--- config.mk ---
export PLATFORM = sky130hd
export DESIGN_NAME = axi_burst_addr_gen
export DESIGN_NICKNAME = d
export VERILOG_FILES = /design/src/rtl/axi_burst_addr_gen.sv
export SDC_FILE = /design/constraint.sdc
export NUM_CORES = 1
export LEC_CHECK = 0
export CORE_ASPECT_RATIO = 1.2
export CORE_MARGIN = 3
export CORE_UTILIZATION = 30
export DETAILED_ROUTE_END_ITERATION = 6
export PLACE_DENSITY = 0.59
export SLEW_MARGIN = 20
export SYNTH_ARGS = -nofsm -noshare
export SYNTH_HDL_FRONTEND = slang
export SYNTH_SLANG_ARGS = --single-unit
--- constraint.sdc ---
create_clock -name clk_i -period 6.8 [get_ports clk_i]
set_clock_uncertainty 0.1 [all_clocks]
set_input_delay 1.36 -clock clk_i [delete_from_list [all_inputs] [get_ports clk_i]]
set_output_delay 1.36 -clock clk_i [all_outputs]
set_load 0.05 [all_outputs]
--- src/rtl/axi_burst_addr_gen.sv ---
// Per-beat AXI address sequencer: takes one AW/AR descriptor and walks it
// beat by beat (FIXED/INCR/WRAP), flagging protocol violations per burst.
//
// Ports: clk_i/rst_i (async active-high), req_* descriptor handshake,
//        beat_* per-beat descriptor handshake (addr, lane, idx, last, id, err).

package axi_math_pkg;
  function automatic int idx_width(input int n);
    return (n > 1) ? $clog2(n) : 1;
  endfunction
endpackage

module axi_burst_addr_gen #(
  parameter int ADDR_WIDTH = 32,
  parameter int DATA_WIDTH = 64,
  parameter int LEN_WIDTH  = 8,
  parameter int ID_WIDTH   = 4,
  localparam int STRB_W    = DATA_WIDTH / 8,
  localparam int LANE_W    = axi_math_pkg::idx_width(STRB_W)
) (
  input  logic                  clk_i,
  input  logic                  rst_i,
  input  logic                  req_valid_i,
  output logic                  req_ready_o,
  input  logic [ADDR_WIDTH-1:0] req_addr_i,
  input  logic [LEN_WIDTH-1:0]  req_len_i,
  input  logic [2:0]            req_size_i,
  input  logic [1:0]            req_burst_i,
  input  logic [ID_WIDTH-1:0]   req_id_i,
  output logic                  beat_valid_o,
  input  logic                  beat_ready_i,
  output logic [ADDR_WIDTH-1:0] beat_addr_o,
  output logic [LANE_W-1:0]     beat_lane_o,
  output logic [LEN_WIDTH-1:0]  beat_idx_o,
  output logic                  beat_last_o,
  output logic [ID_WIDTH-1:0]   beat_id_o,
  output logic                  beat_err_o
);

  localparam logic [2:0] MAX_SIZE = 3'($clog2(STRB_W));

  // Wide enough for (len+1)<<7 and for address carry-out.
  localparam int XW =
    ((ADDR_WIDTH > LEN_WIDTH + 8) ? ADDR_WIDTH : LEN_WIDTH + 8) + 1;

  localparam logic [1:0] B_FIXED = 2'd0;
  localparam logic [1:0] B_INCR  = 2'd1;
  localparam logic [1:0] B_WRAP  = 2'd2;
  localparam logic [1:0] B_RSVD  = 2'd3;

  typedef enum logic [0:0] {
    IDLE,
    BURST
  } state_e;

  state_e state_q, state_d;

  logic [ADDR_WIDTH-1:0] addr_q;
  logic [LEN_WIDTH-1:0]  idx_q;
  logic [LEN_WIDTH-1:0]  len_q;
  logic [2:0]            size_q;
  logic [1:0]            mode_q;
  logic [ID_WIDTH-1:0]   id_q;
  logic                  err_q;

  logic accept;
  logic advance;

  // Beat-to-beat address stepping
  logic [XW-1:0]         step;
  logic [XW-1:0]         smask;
  logic [XW-1:0]         wmask;
  logic [XW-1:0]         cur;
  logic [ADDR_WIDTH-1:0] addr_nxt;

  always_comb begin
    step  = XW'(1) << size_q;
    smask = step - XW'(1);
    wmask = ((XW'(len_q) + XW'(1)) << size_q) - XW'(1);
    cur   = XW'(addr_q);
    unique case (mode_q)
      B_FIXED: addr_nxt = addr_q;
      B_WRAP:  addr_nxt = ADDR_WIDTH'((cur & ~wmask) |
                                      ((cur + step) & wmask));
      default: addr_nxt = ADDR_WIDTH'((cur & ~smask) + step);
    endcase
  end

  // Descriptor checks, evaluated on the incoming request
  logic [XW-1:0]         r_step;
  logic [XW-1:0]         r_smask;
  logic [XW-1:0]         r_wlen;
  logic [XW-1:0]         r_cur;
  logic [ADDR_WIDTH-1:0] r_last;
  logic                  wrap_len_ok;
  logic                  wrap_bad;
  logic                  cross_4k;
  logic                  err_d;
  logic [1:0]            mode_d;

  always_comb begin
    r_step  = XW'(1) << req_size_i;
    r_smask = r_step - XW'(1);
    r_wlen  = (XW'(req_len_i) + XW'(1)) << req_size_i;
    r_cur   = XW'(req_addr_i);
    r_last  = ADDR_WIDTH'((r_cur & ~r_smask) + r_wlen - XW'(1));
    wrap_len_ok = (req_len_i == LEN_WIDTH'(1)) |
                  (req_len_i == LEN_WIDTH'(3)) |
                  (req_len_i == LEN_WIDTH'(7)) |
                  (req_len_i == LEN_WIDTH'(15));
    wrap_bad = (req_burst_i == B_WRAP) &
               (!wrap_len_ok | ((r_cur & r_smask) != '0));
    cross_4k = (req_burst_i == B_INCR) &
               ((r_last >> 12) != (req_addr_i >> 12));
    err_d = (req_size_i > MAX_SIZE) |
            (req_burst_i == B_RSVD) |
            wrap_bad | cross_4k;
    // Reserved and malformed WRAP bursts still get a sane INCR walk.
    mode_d = ((req_burst_i == B_RSVD) | wrap_bad) ? B_INCR : req_burst_i;
  end

  always_comb begin
    state_d      = state_q;
    req_ready_o  = 1'b0;
    beat_valid_o = 1'b0;
    beat_last_o  = 1'b0;
    advance      = 1'b0;
    unique case (state_q)
      IDLE: req_ready_o = !rst_i;
      BURST: begin
        beat_valid_o = 1'b1;
        beat_last_o  = (idx_q == len_q);
        if (beat_ready_i & beat_last_o) begin
          req_ready_o = !rst_i;
          state_d     = IDLE;
        end else if (beat_ready_i) begin
          advance = 1'b1;
        end
      end
      default: state_d = IDLE;
    endcase
    accept = req_valid_i & req_ready_o;
    if (accept) state_d = BURST;
  end

  always_ff @(posedge clk_i or posedge rst_i) begin
    if (rst_i) begin
      state_q <= IDLE;
      addr_q  <= '0;
      idx_q   <= '0;
      len_q   <= '0;
      size_q  <= '0;
      mode_q  <= '0;
      id_q    <= '0;
      err_q   <= 1'b0;
    end else begin
      state_q <= state_d;
      if (accept) begin
        addr_q <= req_addr_i;
        idx_q  <= '0;
        len_q  <= req_len_i;
        size_q <= req_size_i;
        mode_q <= mode_d;
        id_q   <= req_id_i;
        err_q  <= err_d;
      end else if (advance) begin
        addr_q <= addr_nxt;
        idx_q  <= idx_q + LEN_WIDTH'(1);
      end
    end
  end

  assign beat_addr_o = addr_q;
  assign beat_lane_o = addr_q[LANE_W-1:0];
  assign beat_idx_o  = idx_q;
  assign beat_id_o   = id_q;
  assign beat_err_o  = err_q;

endmodule

==> results_dict.tcl <==
set metrics [dict create \
    cts_setup_buffers 0 \
    clockBufferDepth 2 \
    synthArstFlopShare_pct 100 \
    synth_top_family_by_area "compound AO/OA/AOI/OAI gates" \
    drc_errors 0 \
    r2r-start "size_q[2]$_DFFE_PP0P_" \
    synth_seq_cells 59 \
    synth-main-ff-cell "dfrtp_1" \
    cpPeakStageDelay_ns 0.64 \
    cp_top_family "compound AO/OA/AOI/OAI gates" \
    core_area_um2 31600 \
    drtIter0Drc 736 \
    synth_edf_count 0 \
    placed_cell_area_um2 10900 \
    path_cells "clkdlybuf4s50_1, ha_1, and3_1, nand3_1, o21ai_0, nor2b_1, a21oi_1, ha_1, inv_1, ha_1, a21oi_1, o21bai_1, a21o_1, a21o_1, a211oi_1, mux2i_1, nor4_1, o311ai_0, nor4_1, a41oi_1" \
    grt_pass1_vias 10100 \
    report.final.slew_viol_count 0 \
    synth_top_area_share_pct 15.2 \
    vias 10500 \
    routed_wl_um 35300 \
    cts_tree "yes" \
    vias_per_cell 5.74 \
    hold_buffers 0 \
    synth_cells 1388 \
    ys_seq_area_share_pct 15.2 \
    die_w_um 170 \
    yosysTopAreaCell "dfrtp_1" \
    crit_top_cell "ha_1" \
    synthAdderAreaFrac_pct 8.57 \
    cts_resized 0 \
    rows 71 \
    synthTopCellsByArea "dfrtp_1 (15%), ha_1 (8.4%), nand2_1 (7.6%), a21oi_1 (5.1%), nor2_1 (4.8%)" \
    hpwl_um 27300 \
    min_period_over_period_pct 93.2 \
    area_growth_syn_to_layout_pct 15.3 \
    hold_violations 0 \
    fmaxAchievable_ghz 0.158 \
    cp_max_fo 9 \
    syn_area_per_cell_um2 7.00 \
    leakagePower_nw 4.52 \
    slew-limit-headroom_pct 32.8 \
    rsz0062_at_grt "no" \
    ys_types 106 \
    cts_buffers 9 \
    fin_util_pct 35.4 \
    worstPathBufferInverterCount 2 \
    yosys.area_share.simple_pct 27.9 \
    synth_common_cells "nand2_1 (196), nor2_1 (124), a21oi_1 (100), inv_1 (81), o21ai_0 (74)" \
    portBuffers 103 \
    top_level_ports 104 \
    setup_viol 0 \
    htree_levels 3 \
    worst_slew_pin_slew_ns 1.01 \
    grt_use_total_pct 20.0 \
    synth.mux.area_fraction_pct 2.48 \
    worstHoldEndpoint "beat_id_o[0]$_DFFE_PP0P_" \
    reg2regPathDepth 13 \
    cp_slowest_cell "clkdlybuf4s50_1" \
    start_util_pct 30.7 \
    synthMostInstantiatedCell "nand2_1" \
    cts_root_buffer "clkbuf_16" \
    synth_compound_area_share_pct 28.8 \
    synth-warning-count 0 \
    cp.arrival_ns 6.45 \
    ant_nets 0 \
    total_power_mw 4.24 \
    fin_area_um2 11200 \
    drv_cap 0 \
    startpoint_type "input pin" \
    status "finished clean" \
    nFillCells 3348 \
    drive_gt1_share_pct 5.77 \
    antennaDiodeCount 0 \
    clk_pin_slew_ns 0.06 \
    die_h_um 203 \
    syn_area_um2 9720 \
    clock_latency_ns 0.35 \
    grt_pass1_wl_um 55200 \
    whs_path_depth 2 \
    place_congestion 0.928 \
    p_per_area_nw_per_um2 379 \
    worst_setup_path_end_kind "flip-flop" \
    die_area_um2 34600 \
    grt-ovfl-total 0 \
    antenna_found_initial 1 \
    fin_nets 1536 \
    cts_num_sinks 59 \
    min_from "beat_id_o[0]$_DFFE_PP0P_" \
    r2r_setup_slack_ns 2.11 \
    wire_per_inst_um 19.4 \
    min_path_type "reg2reg" \
    vdd.ir_drop.worst_mv 0.187 \
    tns_ns 0 \
    period_minus_slack_ns 6.34 \
    grt_max_degree 61 \
    cp_data_required_time_ns 6.91 \
    drt_pass1_iterations 5 \
    syn-num-nets 1507 \
    path_class "in2reg" \
    synthXorXnorAreaFrac_pct 8.65 \
]
cell type report:
type                            count  area (um2)  area share (%)
Clock buffer                       12         256            2.29
Clock inverter                      4        72.6           0.647
Inverter                           82         308            2.75
Multi-Input combinational cell   1147        7440            66.4
Sequential cell                    59        1480            13.2
Tap cell                          401         502            4.48
Timing Repair Buffer              118        1160            10.3
metal layers:
metal / vias up / GRT usage, % / wire, um
li1: 5071 / - / -
met1: 4999 / 25.2 / 15200
met2: 327 / 34.0 / 16900
met3: 73 / 2.73 / 1650
met4: 2 / 8.99 / 1540
met5: - / 0 / 11
kinds of logic (layout without fill, tap and decap cells):
group	Yosys count	after routing
buf+inv	182	216
xor+xnor	96	96
fa+ha+maj	66	66
flops	59	59
mux	23	23
compound gates	408	408
simple gates	554	554
how the worst max path moves through the flow:
stage / start / to / slack, ns / cells past startpoint
after floorplan: req_size_i[0] / beat_err_o$_DFFE_PP0P_ / 0.68 / 24
after global placement: req_len_i[0] / beat_err_o$_DFFE_PP0P_ / 0.23 / 20
after detailed placement: req_len_i[0] / beat_err_o$_DFFE_PP0P_ / 0.18 / 20
after CTS: req_len_i[0] / beat_err_o$_DFFE_PP0P_ / 0.53 / 20
after global routing: req_len_i[0] / beat_err_o$_DFFE_PP0P_ / 0.1 / 20
final: req_len_i[0] / beat_err_o$_DFFE_PP0P_ / 0.46 / 20
through the flow:
step,hold slack (ns),setup WS [ns],cells
global placement,0.362,0.231,1807
global route,0.407,0.0994,1823
floorplan,0.393,0.676,1388
CTS,0.375,0.534,1823
finish,0.367,0.460,1823
detailed placement,0.362,0.176,1807
power breakdown:
part           switching [mW]  internal, mW  leakage [nW]  total [mW]
clock                   0.196         0.341         0.159       0.537
combinational            1.81          1.06          3.61        2.87
sequential              0.351         0.487         0.756       0.839
worst register-to-register path, stage by stage, from the launching register on:
cell and delay (ns):
dfrtp_1 1.00, inv_1 0.53, nor2_1 0.31, ha_1 0.28, nand2b_1 0.07, a21boi_0 0.16, o21ai_0 0.20, a311oi_1 0.33
o21ai_0 0.28, nand2_1 0.51, a21oi_1 0.13, a311oi_1 0.28, a22oi_1 0.11, mux2_2 0.29
cells in the final DEF, fill, tap and decap left out, drive strengths merged, types with 7 or more instances in the layout:
master         instances
a311oi                11
o2111ai                8
nor4                  14
o31ai                 17
dfrtp                 59
nor3b                  7
o21a                  15
and3                  11
o21bai                 7
a21boi                 7
nor2                 125
a21o                  22
xnor2                 45
nor2b                 18
buf                   15
nor3                  31
ha                    65
a21oi                101
xor2                  51
or2                   10
inv                   82
nand2                197
and2                   7
o211ai                20
a211oi                11
o22ai                  8
nand4                 32
nand3                 44
a221oi                 7
or3                    9
clkdlybuf4s50        103
mux2                   9
o21ai                 80
nand2b                22
mux2i                 14
a31oi                 15
o311ai                10
clkbuf                12
Note: power is estimated with default switching activity, not from simulation.
